<file path="src/rtl/uart_rx_ctrl_pkg.sv">
// -----------------------------------------------------------------------------
// uart_rx_ctrl_pkg
// Shared definitions for the UART receive sequencer: FSM state encoding,
// oversampling constants and the bit-centre offsets used when sampling, plus
// the parity-check helper.
// -----------------------------------------------------------------------------
package uart_rx_ctrl_pkg;

  typedef enum logic [2:0] {
    IDLE   = 3'd0,
    START  = 3'd1,
    DATA   = 3'd2,
    PARITY = 3'd3,
    STOP   = 3'd4
  } state_t;

  localparam int OVERSAMPLE = 16;
  localparam int OS_W       = $clog2(OVERSAMPLE);

  // Start bit is qualified at its centre; every later bit is sampled one full
  // bit period after the previous centre, i.e. when os wraps back to zero.
  localparam logic [OS_W-1:0] START_MID = OS_W'(7);
  localparam logic [OS_W-1:0] BIT_END   = OS_W'(OVERSAMPLE - 1);

  // High when the received parity bit does not match the expected sense.
  // data_xor is the XOR-reduction of the received data bits.
  function automatic logic parity_mismatch(input logic data_xor,
                                           input logic parity_bit,
                                           input logic odd);
    return ((data_xor ^ parity_bit) != odd);
  endfunction

endpackage

</file>
<file path="src/rtl/uart_rx_ctrl_if.sv">
// -----------------------------------------------------------------------------
// uart_rx_ctrl_if
// Valid/ready delivery channel for received bytes with per-byte status.
//   rx_data      received byte, stable while rx_valid=1
//   rx_valid     byte available, held until accepted
//   rx_ready     consumer accepts on a clk edge with rx_valid & rx_ready
//   parity_error parity status of the byte in rx_data
//   stop_error   framing status of the byte in rx_data
// master = receiver (producer), slave = consumer.
// -----------------------------------------------------------------------------
interface uart_rx_ctrl_if #(
  parameter int DATA_BITS = 8
);

  logic [DATA_BITS-1:0] rx_data;
  logic                 rx_valid;
  logic                 rx_ready;
  logic                 parity_error;
  logic                 stop_error;

  modport master (
    output rx_data,
    output rx_valid,
    output parity_error,
    output stop_error,
    input  rx_ready
  );

  modport slave (
    input  rx_data,
    input  rx_valid,
    input  parity_error,
    input  stop_error,
    output rx_ready
  );

endinterface

</file>
<file path="src/rtl/uart_baud_tick.sv">
// -----------------------------------------------------------------------------
// uart_baud_tick
// Oversample tick generator: counts 0..CLKS_PER_TICK-1 and flags the terminal
// count. Held at zero while clear is high so the first tick after clear falls
// exactly CLKS_PER_TICK clocks later.
//   clk    system clock
//   reset  synchronous, active-low reset
//   clear  synchronous clear (held while the receiver is idle)
//   tick   high for one clk on each terminal count
// -----------------------------------------------------------------------------
module uart_baud_tick #(
  parameter int CLKS_PER_TICK = 8
) (
  input  logic clk,
  input  logic reset,
  input  logic clear,
  output logic tick
);

  localparam int CNT_W = (CLKS_PER_TICK > 1) ? $clog2(CLKS_PER_TICK) : 1;
  localparam logic [CNT_W-1:0] LAST = CNT_W'(CLKS_PER_TICK - 1);

  logic [CNT_W-1:0] cnt;

  // Divider counter, wraps on terminal count.
  always_ff @(posedge clk) begin
    if (!reset) begin
      cnt <= CNT_W'(0);
    end else if (clear) begin
      cnt <= CNT_W'(0);
    end else if (cnt == LAST) begin
      cnt <= CNT_W'(0);
    end else begin
      cnt <= cnt + CNT_W'(1);
    end
  end

  assign tick = !clear && (cnt == LAST);

endmodule

</file>
<file path="src/rtl/uart_rx_ctrl.sv">
// -----------------------------------------------------------------------------
// uart_rx_ctrl
// UART receive sequencer. Synchronises the serial line, times bits with 16x
// oversampling, samples start/data/parity/stop at bit centre, strobes the
// downstream shift/check logic and delivers its own assembled byte through a
// valid/ready channel with parity, framing and overrun status.
//   clk          system clock
//   reset        synchronous, active-low reset
//   rx_in        asynchronous serial line, idle high
//   bus          delivery channel (rx_data/rx_valid/rx_ready/status)
//   overrun      one-cycle pulse: frame completed while rx_valid still high
//   busy         high in any state other than IDLE
//   shift        one-cycle strobe after each data-bit centre sample
//   parity_load  one-cycle strobe after the parity-bit centre sample
//   check_stop   one-cycle strobe after the stop-bit centre sample
// -----------------------------------------------------------------------------
module uart_rx_ctrl
  import uart_rx_ctrl_pkg::*;
#(
  parameter int CLKS_PER_TICK = 8,
  parameter int DATA_BITS     = 8,
  parameter int PARITY_EN     = 1,
  parameter int PARITY_ODD    = 0
) (
  input  logic           clk,
  input  logic           reset,
  input  logic           rx_in,
  uart_rx_ctrl_if.master bus,
  output logic           overrun,
  output logic           busy,
  output logic           shift,
  output logic           parity_load,
  output logic           check_stop
);

  localparam int IDX_W = (DATA_BITS > 1) ? $clog2(DATA_BITS) : 1;
  localparam logic [IDX_W-1:0] LAST_IDX = IDX_W'(DATA_BITS - 1);
  localparam logic PAR_EN  = (PARITY_EN != 0);
  localparam logic PAR_ODD = (PARITY_ODD != 0);

  logic                 sync1;
  logic                 rxs;
  state_t               state;
  state_t               next_state;
  logic                 tick;
  logic                 tick_clear;
  logic [OS_W-1:0]      os;
  logic [IDX_W-1:0]     bit_idx;
  logic [DATA_BITS-1:0] sreg;
  logic                 par_err;
  logic                 stop_err;
  logic                 start_mid;
  logic                 bit_end;
  logic                 shift_nxt;
  logic                 parity_load_nxt;
  logic                 check_stop_nxt;
  logic                 busy_nxt;

  // The tick divider only runs while a frame is in progress so that bit
  // timing is phase-locked to the detected start edge.
  assign tick_clear = (state == IDLE);

  uart_baud_tick #(
    .CLKS_PER_TICK (CLKS_PER_TICK)
  ) u_baud_tick (
    .clk   (clk),
    .reset (reset),
    .clear (tick_clear),
    .tick  (tick)
  );

  assign start_mid = tick && (os == START_MID);
  assign bit_end   = tick && (os == BIT_END);

  // Two-flop synchroniser; resets to the idle line level.
  always_ff @(posedge clk) begin
    if (!reset) begin
      sync1 <= 1'b1;
      rxs   <= 1'b1;
    end else begin
      sync1 <= rx_in;
      rxs   <= sync1;
    end
  end

  // FSM state register.
  always_ff @(posedge clk) begin
    if (!reset) begin
      state <= IDLE;
    end else begin
      state <= next_state;
    end
  end

  // FSM next-state logic.
  always_comb begin
    next_state = state;
    case (state)
      IDLE: begin
        if (!rxs) next_state = START;
        else      next_state = IDLE;
      end
      START: begin
        // A line that is high again at start centre was a glitch.
        if (start_mid) next_state = rxs ? IDLE : DATA;
        else           next_state = START;
      end
      DATA: begin
        if (bit_end && (bit_idx == LAST_IDX)) next_state = PAR_EN ? PARITY : STOP;
        else                                  next_state = DATA;
      end
      PARITY: begin
        if (bit_end) next_state = STOP;
        else         next_state = PARITY;
      end
      STOP: begin
        // Leave at stop centre so a new start edge in the second half of the
        // stop bit is not missed.
        if (bit_end) next_state = IDLE;
        else         next_state = STOP;
      end
      default: next_state = IDLE;
    endcase
  end

  // FSM output decode; registered below so every strobe is a clean flop.
  always_comb begin
    shift_nxt       = 1'b0;
    parity_load_nxt = 1'b0;
    check_stop_nxt  = 1'b0;
    case (state)
      DATA:    shift_nxt       = bit_end;
      PARITY:  parity_load_nxt = bit_end;
      STOP:    check_stop_nxt  = bit_end;
      default: shift_nxt       = 1'b0;
    endcase
    busy_nxt = (next_state != IDLE);
  end

  // Oversample position and data bit index.
  always_ff @(posedge clk) begin
    if (!reset) begin
      os      <= OS_W'(0);
      bit_idx <= IDX_W'(0);
    end else begin
      case (state)
        IDLE: begin
          os      <= OS_W'(0);
          bit_idx <= IDX_W'(0);
        end
        START: begin
          // Re-zero at start centre: later centres then land on os wrap.
          if (tick) os <= start_mid ? OS_W'(0) : (os + OS_W'(1));
        end
        DATA: begin
          if (tick) os <= os + OS_W'(1);
          if (bit_end) bit_idx <= bit_idx + IDX_W'(1);
        end
        default: begin
          if (tick) os <= os + OS_W'(1);
        end
      endcase
    end
  end

  // Byte assembly (LSB first into the MSB end) and per-frame status.
  always_ff @(posedge clk) begin
    if (!reset) begin
      sreg     <= {DATA_BITS{1'b0}};
      par_err  <= 1'b0;
      stop_err <= 1'b0;
    end else begin
      if ((state == DATA) && bit_end) sreg <= {rxs, sreg[DATA_BITS-1:1]};
      if ((state == IDLE) && !rxs) begin
        par_err <= 1'b0;
      end else if ((state == PARITY) && bit_end) begin
        par_err <= PAR_EN && parity_mismatch(^sreg, rxs, PAR_ODD);
      end
      if ((state == STOP) && bit_end) stop_err <= ~rxs;
    end
  end

  // Registered strobes and busy flag.
  always_ff @(posedge clk) begin
    if (!reset) begin
      shift       <= 1'b0;
      parity_load <= 1'b0;
      check_stop  <= 1'b0;
      busy        <= 1'b0;
    end else begin
      shift       <= shift_nxt;
      parity_load <= parity_load_nxt;
      check_stop  <= check_stop_nxt;
      busy        <= busy_nxt;
    end
  end

  // Delivery: check_stop marks the cycle after the stop sample, so the frame
  // is handed over (or dropped as an overrun) one clock after the strobe.
  always_ff @(posedge clk) begin
    if (!reset) begin
      bus.rx_data      <= {DATA_BITS{1'b0}};
      bus.rx_valid     <= 1'b0;
      bus.parity_error <= 1'b0;
      bus.stop_error   <= 1'b0;
      overrun          <= 1'b0;
    end else begin
      overrun <= 1'b0;
      if (check_stop) begin
        if (!bus.rx_valid || bus.rx_ready) begin
          bus.rx_data      <= sreg;
          bus.parity_error <= par_err;
          bus.stop_error   <= stop_err;
          bus.rx_valid     <= 1'b1;
        end else begin
          overrun <= 1'b1;
        end
      end else if (bus.rx_valid && bus.rx_ready) begin
        bus.rx_valid <= 1'b0;
      end
    end
  end

endmodule

</file>
<file path="src/flat_wrapper.sv">
// flat-port wrapper written by rule: the top's interface ports become plain ports
module uart_rx_ctrl_flat import uart_rx_ctrl_pkg::*;
#(
  parameter int CLKS_PER_TICK = 8,
  parameter int DATA_BITS     = 8,
  parameter int PARITY_EN     = 1,
  parameter int PARITY_ODD    = 0
)
  (clk, reset, rx_in, overrun, busy, shift, parity_load, check_stop, bus_rx_data, bus_rx_valid, bus_parity_error, bus_stop_error, bus_rx_ready);
  uart_rx_ctrl_if #(.DATA_BITS(DATA_BITS)) bus_i ();
  input  logic clk;
  input  logic reset;
  input  logic rx_in;
  output logic overrun;
  output logic busy;
  output logic shift;
  output logic parity_load;
  output logic check_stop;
  output wire logic [$bits(bus_i.rx_data)-1:0] bus_rx_data;
  output wire logic [$bits(bus_i.rx_valid)-1:0] bus_rx_valid;
  output wire logic [$bits(bus_i.parity_error)-1:0] bus_parity_error;
  output wire logic [$bits(bus_i.stop_error)-1:0] bus_stop_error;
  input wire logic [$bits(bus_i.rx_ready)-1:0] bus_rx_ready;
  assign bus_rx_data = bus_i.rx_data;
  assign bus_rx_valid = bus_i.rx_valid;
  assign bus_parity_error = bus_i.parity_error;
  assign bus_stop_error = bus_i.stop_error;
  assign bus_i.rx_ready = bus_rx_ready;
  uart_rx_ctrl #(.CLKS_PER_TICK(CLKS_PER_TICK), .DATA_BITS(DATA_BITS), .PARITY_EN(PARITY_EN), .PARITY_ODD(PARITY_ODD)) u_core (.clk(clk), .reset(reset), .rx_in(rx_in), .bus(bus_i), .overrun(overrun), .busy(busy), .shift(shift), .parity_load(parity_load), .check_stop(check_stop));
endmodule
</file>
<file path="config.mk">
export PLATFORM = sky130hd
export DESIGN_NAME = uart_rx_ctrl_flat
export DESIGN_NICKNAME = d
export VERILOG_FILES = /design/src/rtl/uart_rx_ctrl_pkg.sv /design/src/rtl/uart_rx_ctrl_if.sv /design/src/rtl/uart_baud_tick.sv /design/src/rtl/uart_rx_ctrl.sv /design/src/flat_wrapper.sv
export SDC_FILE = /design/constraint.sdc
export NUM_CORES = 1
export LEC_CHECK = 0
export ABC_AREA = 1
export CAP_MARGIN = 20
export CORE_MARGIN = 5
export CORE_UTILIZATION = 55
export CTS_BUF_LIST = sky130_fd_sc_hd__clkbuf_8
export DETAILED_ROUTE_END_ITERATION = 7
export PLACE_DENSITY_LB_ADDON = 0.2
export SYNTH_ARGS = -nofsm -noshare
export SYNTH_HDL_FRONTEND = slang
export SYNTH_SLANG_ARGS = --single-unit
export TNS_END_PERCENT = 1
</file>
<file path="constraint.sdc">
create_clock -name clk -period 2.3 [get_ports clk]
set_input_delay 0.46 -clock clk [delete_from_list [all_inputs] [get_ports clk]]
set_output_delay 0.46 -clock clk [all_outputs]
set_load 0.01 [all_outputs]
</file>
==> results of run 1 <==
power breakdown:
group | leakage, µW | internal [µW] | switching [µW]
Combinational | 0.000509 | 15.0 | 24.7
Clock | 0.0000542 | 271 | 233
Sequential | 0.000331 | 713 | 3.00
kinds of logic after synthesis:
group           count (synthesis)
flops                          41
xor+xnor                        3
simple gates                   90
fa+ha+maj                       5
compound gates                 49
buf+inv                        36
worst max-delay path, stage by stage (launching register included):
cell and delay (ns):
dfxtp_1 0.34, ha_1 0.18, ha_1 0.22, nand3_2 0.11, nor2_2 0.33, buf_4 0.21, nand3_1 0.07, nand4_1 0.12
nand2_1 0.07, nand2_1 0.07
layer usage:
| layer | GRT usage [%] | vias up | share of wire, % |
|---|---|---|---|
| met4 | 9.898 | 0 | 2.5 |
| met5 | 0 | - | 0 |
| met2 | 25.90 | 19 | 43 |
| met1 | 21.15 | 608 | 51 |
| met3 | 4.082 | 8 | 3.4 |
| li1 | - | 772 | - |
state kept, by name, summed over array words and instances (netlist names), 3 cells and up:
register / flops
u_core.bus.rx_data: 8
u_core.sreg: 8
u_core.os: 4
u_core.bit_idx: 3
u_core.state: 3
u_core.u_baud_tick.cnt: 3
cell type report:
| class | instances | area, µm² | area share, % |
|---|---|---|---|
| Timing Repair Buffer | 22 | 212.7 | 10.32 |
| Tap cell | 44 | 55.05 | 2.670 |
| Clock buffer | 7 | 96.34 | 4.672 |
| Sequential cell | 41 | 820.8 | 39.81 |
| Inverter | 30 | 112.6 | 5.461 |
| Multi-Input combinational cell | 147 | 759.5 | 36.83 |
| Clock inverter | 1 | 5.005 | 0.2427 |
final timing paths:
kind / depth (start not counted) / to / slack (ns) / start
setup / recovery: 9 / u_core.busy$_SDFF_PN0_ / 0.52 / u_core.u_baud_tick.cnt[0]$_SDFF_PP0_
hold / removal: 1 / u_core.rxs$_SDFF_PN1_ / 0.42 / u_core.sync1$_SDFF_PN1_
setup reg to reg: 9 / u_core.busy$_SDFF_PN0_ / 0.52 / u_core.u_baud_tick.cnt[0]$_SDFF_PP0_
hold reg to reg: 1 / u_core.rxs$_SDFF_PN1_ / 0.42 / u_core.sync1$_SDFF_PN1_
stage by stage:
step	cell area [µm²]	cells
finish	2062	292
global route	2062	292
CTS	2062	292
detailed placement	1961	284
global placement	1961	284
floorplan	1739	224
cell usage in the layout (no fill, tap or decap):
cell             Yosys  final
dfxtp_1             41     41
nand2_1             40     40
inv_1               29     29
a21oi_1             25     25
o21ai_0             21     21
clkdlybuf4s50_1      0     19
nor2_1              18     18
nand3_1             16     16
clkbuf_8             0      7
ha_1                 5      5
nor3_1               4      4
buf_4                0      3
nor2_2               2      2
nand3_2              2      2
nand2_4              2      2
or2_2                2      2
nand4_1              2      2
xnor2_1              2      2
inv_2                1      1
nor3_4               1      1
o21bai_1             1      1
o21ai_1              1      1
xor2_1               1      1
nor4_1               1      1
a211oi_1             1      1
clkinv_2             0      1
==> results.ini, run 1 <==
[run_status]
outcome=completed

[yosys]
synth.most_common_cell=dfxtp_1
syn_avg_cell_area_um2=7.764
synth_compound_area_share_pct=14.39
synth_top_flop_cell=dfxtp_1
synth_warnings=0
ys_types=26
syn_area_um2=1739
synth_top_area_cell=dfxtp_1
synth_nets=233
netlist_top_cells_count=dfxtp_1 (41), nand2_1 (40), inv_1 (29), a21oi_1 (25), o21ai_0 (21)
synth_top_area_share_pct=47.19
muxShareOfSynthArea_pct=0
synthArstFlopShare_pct=0
synth_fa_ha_area_share_pct=3.597
yosys.area_share.simple_pct=24.17
synth_top_family_by_area=simple AND/OR/NAND/NOR gates
synth_xor_area_share_pct=1.511
synth_area_leaders=dfxtp_1 (47%), nand2_1 (8.6%), a21oi_1 (7.2%)
syn_inst=224
synth_edf_count=0
yosysSeqAreaShare_pct=47.19
ys_ff_latch=41

[floorplanning]
initial_core_util_pct=56.97
dieArea_um2=4386
rows=20
num_io_pins=20
die_w_um=66.23
die_h_um=66.23
core_area_um2=3053

[timing]
worst_slack_ns=0.5240
period_share_pct=77.22
rsz0062_at_grt=false
setup_tns_ns=0
fin_skew_ns=0.006769
worst_slew_pin_slew_ns=0.4679
max_freq_mhz=563.1
final_hold_viol_count=0
hold_ws_ns=0.4188
layout_min_cycle_time_ns=1.776
relSlewSlack_pct=68.77
setup_viol=0
slew_violations=0

[place]
dp_slack_ns=0.5889
hpwl_um=2127
io_buffers=19
gp_congestion=0.7980

[critical_path]
worstSetupPathType=reg2reg
cp_max_fo=7
cp-end-kind=flop
required_ns=2.54
cp_data_arrival_time_ns=2.01
startpoint_type=flop

[clock_network]
postCtsSetupRepairBufs=0
cts_resized=0
ctsHoldBuffers=0
clk_latency_ns=0.29
clk_pin_slew_ns=0.07
cts-root-buf=clkbuf_8
max-clock-path-buffers=2
cts_buffers=5
cts_sinks=41
h-tree-depth=2
cts_tree=built

[grt]
first_global_vias=1264
antenna_found_initial=0
grt_overflow=0
grt_usage_pct=16.83
grt_start_max_net_pins=25
grt_pass1_wl_um=5506

[drt]
drcViolationCount=0
routedWlPerCell_um=10.74
ant_nets=0
vias_per_cell=4.818
routed_wl_um=3136
first_pass_iters=4
num_vias=1407
first_iter_violations=59

[power_and_ir_drop]
power.leakage_uw=0.0008937
finalPower_uw=1260
p_per_area_nw_per_um2=611.2
peakVddDrop_mv=0.5317

[finish]
antenna_cells=0
area_growth_pct=18.56
postLayoutCoreUtil_pct=67.54
final_layout_size_suffix_gt1_share_pct=8.468
num-nets-final=256
n_fill_cell=283

[hold_path]
worstHoldPathType=reg2reg

[job]
drv_cap=0

No activity file was read; power rests on OpenSTA's default activity.
==> run 2: changes to the inputs <==
--- a/config.mk
+++ b/config.mk
@@ -8,7 +8,7 @@
 export ABC_AREA = 1
 export CAP_MARGIN = 20
 export CORE_MARGIN = 5
-export CORE_UTILIZATION = 55
+export CORE_UTILIZATION = 52
 export CTS_BUF_LIST = sky130_fd_sc_hd__clkbuf_8
 export DETAILED_ROUTE_END_ITERATION = 7
 export PLACE_DENSITY_LB_ADDON = 0.2
==> constraint.sdc (replaced) <==
create_clock -name clk -period 1.5 [get_ports clk]
set_input_delay 0.3 -clock clk [delete_from_list [all_inputs] [get_ports clk]]
set_output_delay 0.3 -clock clk [all_outputs]
set_load 0.01 [all_outputs]
==> run 2 against run 1 <==
Power rose by 64%. Die area grew 4.9%. Critical path depth increased by 1. Wire length increased by 12%. Register-to-register slack got worse by 0.49 ns. Worst hold slack got worse by 0.0011 ns. Fmax up 21%. Final cell count rose by 3.4%. Clock skew decreased by 0.00086 ns. Design area up 8.1%. Sequential share of layout area fell by 2.9 points. Global-route usage decreased by 0.56 points. Critical path type unchanged.
==> results.ini, run 2 (synthesis gave the netlist of run 1 again) <==
[finish]
layout_common_cells=nand2_1 (40), dfxtp_1 (39), inv_1 (29)  ; was dfxtp_1 (41), nand2_1 (40), inv_1 (29)
postLayoutCoreUtil_pct=67.85  ; was 67.54%
num-nets-final=264  ; was 256
n_fill_cell=277  ; was 283
final_layout_size_suffix_gt1_share_pct=13.28  ; was 8.468%
reg_top3=u_core.bus.rx_data: 8 flops, u_core.sreg: 8 flops, u_core.os: 4 flops  ; unchanged
antenna_cells=0  ; unchanged
final_common_cell=nand2_1  ; was dfxtp_1
finish.instance_area_um2=2228  ; was 2062 µm²
area_growth_pct=28.13  ; was 18.56%

[drt]
first_iter_violations=82  ; was 59
first_pass_iters=4  ; unchanged
drcViolationCount=0  ; unchanged
routedWlPerCell_um=11.62  ; was 10.74 µm
ant_nets=0  ; unchanged
num_vias=1495  ; was 1407
vias_per_cell=4.950  ; was 4.818
routed_wl_um=3509  ; was 3136 µm

[critical_path]
required_ns=1.69  ; was 2.54 ns
cp-end-kind=flop  ; unchanged
startpoint_type=flop  ; unchanged
worstSetupPathType=reg2reg  ; unchanged
slowest_delay_ns=0.36  ; was 0.34 ns
cp_data_arrival_time_ns=1.65  ; was 2.01 ns
cp_slowest_cell=dfxtp_2  ; was dfxtp_1
cp_max_fo=6  ; was 7
worstPathCellList=ha_4 > ha_4 > nand3_4 > nor2_4 > buf_6 > o21bai_1 > nor2_1 > nand2_1 > nand2_1 > nand2_1  ; was ha_1 > ha_1 > nand3_2 > nor2_2 > buf_4 > nand3_1 > nand4_1 > nand2_1 > nand2_1
crit_path_frequent_cell=nand2_1

[grt]
grt_start_max_net_pins=20  ; was 25
grt_pass1_wl_um=5609  ; was 5506 µm
first_global_vias=1319  ; was 1264
antenna_found_initial=0  ; unchanged
grt_usage_pct=16.27  ; was 16.83%
grt_overflow=0  ; unchanged

[clock_network]
max-clock-path-buffers=2  ; unchanged
cts_sinks=41  ; unchanged
cts_tree=built  ; unchanged
clk_pin_slew_ns=0.07  ; about the same
ctsHoldBuffers=0  ; unchanged
h-tree-depth=2  ; unchanged
cts-root-buf=clkbuf_8  ; unchanged
clk_latency_ns=0.29  ; about the same
cts_buffers=5  ; unchanged

[job]
drv_cap=0  ; unchanged

[hold_path]
worstHoldPathType=reg2reg  ; unchanged

[power_and_ir_drop]
seq_power_share_pct=53.1  ; was 56.8%
swShare_pct=19.82  ; was 20.70%
clkPwrFrac_pct=43.7  ; was 40.0%
p_per_area_nw_per_um2=930.2  ; was 611.2 nW/µm²
power.net_switching_uw=410.8  ; was 260.9 µW
power.leakage_uw=0.001049  ; was 0.0008937 µW
peakVddDrop_mv=0.6410  ; was 0.5317 mV
p_int_uw=1662  ; was 999.4 µW
comb_power_share_pct=3.3  ; was 3.1%

[timing]
hold_ws_ns=0.4177  ; was 0.4188 ns
layout_min_cycle_time_ns=1.462  ; was 1.776 ns
slew_violations=0  ; unchanged
setup_viol=0  ; unchanged
period_share_pct=97.49  ; was 77.22%
worst_slew_pin_slew_ns=0.3907  ; was 0.4679 ns
final_hold_viol_count=0  ; unchanged
fin_skew_ns=0.005910  ; was 0.006769 ns
rsz0062_at_grt=true  ; was false
worst_slack_ns=0.03768  ; was 0.5240 ns
max_freq_mhz=683.8  ; was 563.1 MHz
relSlewSlack_pct=73.93  ; was 68.77%

[place]
dp_slack_ns=0.002331  ; was 0.5889 ns
io_buffers=19  ; unchanged
hpwl_um=2364  ; was 2127 µm
gp_congestion=0.7942  ; was 0.7980
post_dp_cell_area_um2=2021  ; was 1961 µm²

[floorplanning]
rows=21  ; was 20
die_h_um=67.83  ; was 66.23 µm
core_area_um2=3284  ; was 3053 µm²
dieArea_um2=4601  ; was 4386 µm²
num_io_pins=20  ; unchanged
die_w_um=67.83  ; was 66.23 µm
initial_core_util_pct=52.95  ; was 56.97%

[run_status]
outcome=completed  ; unchanged

==> run 2: power groups by stage <==
stage / clock [µW] / combinational (µW) / sequential, µW
after floorplan: 0 / 39.2 / 1120
after global placement: 0 / 64.8 / 1120
after detailed placement: 0 / 64.9 / 1120
after CTS: 923 / 65.3 / 1100
after global routing: 965 / 76.5 / 1100
final: 906 / 67.6 / 1100
==> run 2: area by class of cell <==
class | count | area (µm²) | area share (%)
Multi-Input combinational cell | 147 | 808.3 | 36.27
Inverter | 30 | 112.6 | 5.053
Tap cell | 46 | 57.56 | 2.583
Clock buffer | 6 | 82.58 | 3.706
Clock inverter | 2 | 37.54 | 1.684
Timing Repair Buffer | 30 | 306.5 | 13.76
Sequential cell | 41 | 823.3 | 36.95
==> run 2: routing by layer <==
metal | track usage [%] | wire length, µm | up-vias
met5 | 0 | 0 | -
met3 | 3.941 | 131 | 9
met2 | 24.67 | 1602 | 25
met1 | 21.43 | 1685 | 676
met4 | 8.437 | 89 | 0
li1 | - | - | 785
==> run 2: final timing paths <==
kind                                                           start                endpoint  slack, ns  cells past startpoint
worst max-delay path            u_core.u_baud_tick.cnt[0]$_SDFF_PP0_  u_core.busy$_SDFF_PN0_       0.04                     10
worst min-delay path                         u_core.sync1$_SDFF_PN1_   u_core.rxs$_SDFF_PN1_       0.42                      1
worst max register to register  u_core.u_baud_tick.cnt[0]$_SDFF_PP0_  u_core.busy$_SDFF_PN0_       0.04                     10
worst min register to register               u_core.sync1$_SDFF_PN1_   u_core.rxs$_SDFF_PN1_       0.42                      1
==> run 2: repair_timing <==
item / 4_1_cts / 5_1_grt
buffers inserted: 0 / 2
pin swaps: 0 / 4
endpoints found under the setup margin: 2 / 28
gates resized for setup: 1 / 24
==> run 2: critical path, delay by kind of cell (launching register included) <==
kind / cells / cell delay [ns]
AND/OR/NAND/NOR: 6 / 0.54
flip-flops: 1 / 0.36
adder cells (fa/ha/maj): 2 / 0.28
buffers and inverters: 1 / 0.13
AO/OA/AOI/OAI: 1 / 0.06
==> run 2: stage by stage <==
step	total power, µW	TNS [ns]	std cells
2_1_floorplan	1163	0	224
3_3_place_gp	1189	0	292
3_5_place_dp	1189	0	292
4_1_cts	2087	0	300
5_1_grt	2142	-0.3150	302
6_report	2073	0	302
==> patch 1 (settings of run 2) <==
The 5 states of `state_t` get a one-hot encoding in 5 bits.
--- a/src/rtl/uart_rx_ctrl_pkg.sv
+++ b/src/rtl/uart_rx_ctrl_pkg.sv
@@ -8,8 +8,8 @@
 
-  typedef enum logic [2:0] {
-    IDLE   = 3'd0,
-    START  = 3'd1,
-    DATA   = 3'd2,
-    PARITY = 3'd3,
-    STOP   = 3'd4
+  typedef enum logic [4:0] {
+    IDLE   = 5'b00001,
+    START  = 5'b00010,
+    DATA   = 5'b00100,
+    PARITY = 5'b01000,
+    STOP   = 5'b10000
   } state_t;
Behaviour: same outputs for any inputs over 10 cycles, from zero or initial values and one cycle with reset low; not proved beyond that.
==> patch 1 against run 2 <==
Wire length grew 7.8%. Critical path depth shrank 9. Area after synthesis grew 6.0%. Power grew 7.8%. Count of clock-buffer cells in the layout is the same. First-iteration DRC count grew 8.5%. Worst setup slack gained 0.0024 ns. Maximum frequency grew 0.16%. Sequential cell count grew 2. Design area grew 9.0%. Highest routed layer unchanged. Clock power grew 5.7%. Synthesized cell count grew 7.1%.
==> patch 1: results (changes against run 2) <==
Detailed routing
  – Initial drt markers: 89 (was 82)
  – DR WL met2: 1760 um (was 1600 um)
  – Via count: 1594 (was 1495)
  – Post-Route M1 WL: 1770 um (was 1690 um)
  – Met3 WL post-DR: 174 um (was 131 um)
  – Routed len/inst: 11.7 um (was 11.6 um)

Placement
  – DPL Wire Length: 2480 um (was 2360 um)
  – Placed instance area: 0.00214 mm^2 (was 0.00202 mm^2)
  – Pre-CTS setup slack: -0.0483 ns (was 0.00233 ns)
  – RePlAce Congestion: 0.807 (was 0.794)

Cells and area
  – Top flop regs: u_core.bus.rx_data: 8 flops, u_core.sreg: 8 flops, u_core.state: 5 flops (was u_core.bus.rx_data: 8 flops, u_core.sreg: 8 flops, u_core.os: 4 flops)
  – Post-Layout Cell Count: 323 (was 302)
  – Fill count: 259 (was 277)
  – NumNets Final: 285 (was 264)

Global route
  – Met3 Track Usage GR: 0.0507 (was 0.0394)
  – Largest net degree at the start of global routing: 21 (was 20)
  – Met2 usage: 0.287 (was 0.247)
  – Wire length of the first global-routing pass: 6870 um (was 5610 um)
  – Met1 Usage GRT: 0.214 (about the same)
  – Total track usage: 0.174 (was 0.163)

Power
  – Leak pwr: 1.23 nW (was 1.05 nW)

Yosys
  – Post-Synth Adder-Cell Area: 0.0339 (was 0.0360)
  – Top post-synthesis cells by area: dfxtp_1 47%, nand2_1 7.9%, a21oi_1 7.6% (was dfxtp_1 47%, nand2_1 8.6%, a21oi_1 7.2%)
  – Synth unique cells: 23 (was 26)
  – Compound-Gate Fraction of Synth Area: 0.147 (was 0.144)
  – Post-synth top cells: 43 x dfxtp_1, 39 x nand2_1, 37 x inv_1 (was 41 x dfxtp_1, 40 x nand2_1, 29 x inv_1)
  – Syn_nets: 249 (was 233)
  – Top-area cell type share of the netlist area: 0.467 (was 0.472)
  – Mapped Avg Cell Area: 7.68 um^2 (was 7.76 um^2)

Worst setup path
  – Cell family contributing the most delay on the critical path: buffers and inverters (was simple AND/OR/NAND/NOR gates)
  – CP endpoint: bus_rx_valid (was u_core.busy)
  – Critical R2R Capture: u_core.sreg[3] (was u_core.busy)
  – Worst EP arrival: 1.16 ns (was 1.65 ns)
  – CP Max Fanout: 2 (was 6)
  – Critical path's largest stage delay: 0.53 ns (was 0.36 ns)
  – CP startpoint: u_core.bus.rx_valid (was u_core.u_baud_tick.cnt[0])
  – Worst R2R Path Depth: 9 (was 10)
  – Worst path slowest cell: clkdlybuf4s50_1 (was dfxtp_2)

STA
  – PnR worst setup slack: 0.0401 ns (was 0.0377 ns)
  – Worst slew margin: 0.838 (was 0.739)

Clock network
  – Gates resized, CTS repair: 12 (was 1)
  – Total setup buffers inserted after CTS: 8 (was 0)

Status
  – Status: finished clean (unchanged)
[patch 1: changes by cell type after synthesis, moves of 2 or more]
| cell | before | now |
|---|---|---|
| inv_1 | 29 | 37 |
| nand3_1 | 16 | 13 |
| buf_6 | 3 | 0 |
| clkbuf_1 | 1 | 6 |
| o21ai_0 | 21 | 24 |
| nor2_1 | 18 | 23 |
| dfxtp_1 | 41 | 43 |
| a21oi_1 | 25 | 28 |
[patch 1: cell type report]
cell class	count	area [um^2]	area share
Clock buffer	6	82.6	0.0340
Inverter	37	139	0.0572
Clock inverter	2	38.8	0.0160
Multi-Input combinational cell	152	861	0.354
Tap cell	46	57.6	0.0237
Sequential cell	43	865	0.356
Timing Repair Buffer	37	385	0.159
[patch 1: logic make-up after synthesis]
logic type,after synthesis
compound gates,54
xor+xnor,1
fa+ha+maj,5
buf+inv,45
flops,43
simple gates,92
[patch 1: power breakdown]
part	switching (W)	internal, W
combinational	0.0000625	0.0000559
clock	0.000410	0.000548
sequential	0.00000734	0.00115
total	0.000480	0.00175
==> patch 2 (settings of run 2) <==
Made on the original files. `DATA_BITS` is set to 8 in 3 places; all go to 16.
--- a/src/rtl/uart_rx_ctrl_if.sv
+++ b/src/rtl/uart_rx_ctrl_if.sv
@@ -11,3 +11,3 @@
 interface uart_rx_ctrl_if #(
-  parameter int DATA_BITS = 8
+  parameter int DATA_BITS = 16
 );
--- a/src/rtl/uart_rx_ctrl.sv
+++ b/src/rtl/uart_rx_ctrl.sv
@@ -20,3 +20,3 @@
   parameter int CLKS_PER_TICK = 8,
-  parameter int DATA_BITS     = 8,
+  parameter int DATA_BITS     = 16,
   parameter int PARITY_EN     = 1,
--- a/src/flat_wrapper.sv
+++ b/src/flat_wrapper.sv
@@ -4,3 +4,3 @@
   parameter int CLKS_PER_TICK = 8,
-  parameter int DATA_BITS     = 8,
+  parameter int DATA_BITS     = 16,
   parameter int PARITY_EN     = 1,
Ports: changed (resized bus_rx_data); port bits go from 20 to 28. No check against the original RTL was run, so the function may have changed too.
==> patch 2 against run 2 <==
Clock skew down 0.00053 ns. Worst setup slack got worse by 0.0040 ns. Worst hold slack about the same. Power increased by 48%. Wire length increased by 52%. Area after synthesis grew 49%. Sequential cell count is 17 higher. Die area up 41%. Sequential share of layout area fell by 1.2 points. Sequential power grew 42%. Count of clock-buffer cells in the layout increased by 8. Non-clock buffer count is 10 higher. Design area increased by 46%. Critical endpoint unchanged.
==> patch 2: results (changes against run 2) <==
STA
  – Max Clock Skew: 0.00538 ns (was 0.00591 ns)
  – Worst hold margin: 0.418 ns (about the same)

Status
  – Status: finished clean (unchanged)

Global route
  – Largest net degree at the start of global routing: 36 (was 20)
  – Met3 Track Usage GR: 0.0482 (was 0.0394)
  – Vias in the first global route: 2105 (was 1319)
  – Total track usage: 0.185 (was 0.163)
  – Met1 Usage GRT: 0.233 (was 0.214)

Cells and area
  – NumNets Final: 397 (was 264)
  – Fill count: 423 (was 277)
  – Top flop regs: u_core.bus.rx_data: 16 flops, u_core.sreg: 16 flops (was u_core.bus.rx_data: 8 flops, u_core.sreg: 8 flops, u_core.os: 4 flops)
  – Share of cells above drive strength 1: 0.178 (was 0.133)

Power
  – Leak pwr: 1.55 nW (was 1.05 nW)
  – Worst vdd ir: 0.000763 V (was 0.000641 V)

Worst setup path
  – Worst R2R Path Depth: 9 (was 10)
  – Cell family contributing the most delay on the critical path: compound AO/OA/AOI/OAI gates (was simple AND/OR/NAND/NOR gates)
  – CP Max Fanout: 4 (was 6)

Detailed routing
  – Initial drt markers: 93 (was 82)
  – Via count: 2288 (was 1495)

Placement
  – DPL Wire Length: 3600 um (was 2360 um)
  – Port Buffer Count: 27 (was 19)
  – RePlAce Congestion: 0.800 (was 0.794)

Yosys
  – Top post-synthesis cells by area: dfxtp_1 45%, nand2_1 12%, a21oi_1 8.1% (was dfxtp_1 47%, nand2_1 8.6%, a21oi_1 7.2%)
  – Seq/Total Area, Yosys: 0.449 (was 0.472)
  – Syn_nets: 358 (was 233)

Clock network
  – TritonCTS buffer count: 9 (was 5)
  – Clock latency on the worst-skew pair: 0.34 ns (was 0.29 ns)
## patch 2: cell count changes after synthesis, moves of 3 or more
cell	before	now
nand2_2	0	3
clkbuf_1	1	5
a21oi_1	25	42
nand2_1	40	86
o21ai_0	21	28
dfxtp_1	41	58
nor2_1	18	21
o21ai_1	1	10
inv_1	29	41
## patch 2: layer usage
| metal | vias to the layer above | routed length, um |
|---|---|---|
| met4 | 0 | 121 |
| met2 | 37 | 2440 |
| met1 | 1037 | 2530 |
| met3 | 9 | 232 |
| li1 | 1205 | - |
| met5 | - | 0 |
## patch 2: what timing repair did
action / in CTS / in global routing
buffers inserted: 1 / 1
gates resized for setup: 28 / 27
endpoints found under the setup margin: 44 / 30
pin swaps: 3 / 7
## patch 2: worst max path at each step
stage	from	endpoint	slack, ns	depth (start not counted)
2_1_floorplan	u_core.u_baud_tick.cnt[0]	u_core.bit_idx[2]	0.11	8
3_3_place_gp	u_core.u_baud_tick.cnt[0]	u_core.os[1]	0.04	9
3_5_place_dp	u_core.u_baud_tick.cnt[0]	u_core.busy	-0.02	9
4_1_cts	u_core.u_baud_tick.cnt[1]	u_core.sreg[0]	0.01	8
5_1_grt	u_core.u_baud_tick.cnt[0]	u_core.busy	-0.06	9
6_report	u_core.u_baud_tick.cnt[0]	u_core.busy	0.03	9
## patch 2: cells by family after synthesis
| family | count (synthesis) | synth area share |
|---|---|---|
| AND/OR/NAND/NOR | 143 | 0.250 |
| AO/OA/AOI/OAI | 86 | 0.180 |
| flip-flops | 58 | 0.449 |
| buffers and inverters | 56 | 0.0915 |
| adder cells (fa/ha/maj) | 4 | 0.0194 |
| XOR/XNOR | 3 | 0.0102 |
## patch 2: power by group
group / internal [W] / switching, W / total (W)
Clock: 0.000816 / 0.000576 / 0.00139
Combinational: 0.0000470 / 0.0000664 / 0.000113
Sequential: 0.00155 / 0.00000690 / 0.00156
## patch 2: final cells by class
| cell class | count | area, um^2 | area share |
|---|---|---|---|
| inverter | 44 | 165 | 0.0507 |
| sequential | 58 | 1170 | 0.358 |
| multi-input combinational | 236 | 1260 | 0.388 |
| clock inverter | 2 | 8.76 | 0.00269 |
| tap | 67 | 83.8 | 0.0257 |
| clock buffer | 14 | 193 | 0.0591 |
| timing repair buffer | 40 | 378 | 0.116 |
## patch 2: stage by stage
stage | cell area, um^2 | total power (W) | util | cells
final | 3260 | 0.00306 | 0.681 | 461
after global routing | 3260 | 0.00319 | 0.681 | 461
after CTS | 3190 | 0.00309 | 0.666 | 460
after detailed placement | 2980 | 0.00169 | 0.622 | 443
after global placement | 2980 | 0.00169 | 0.622 | 443
after floorplan | 2580 | 0.00166 | - | 350
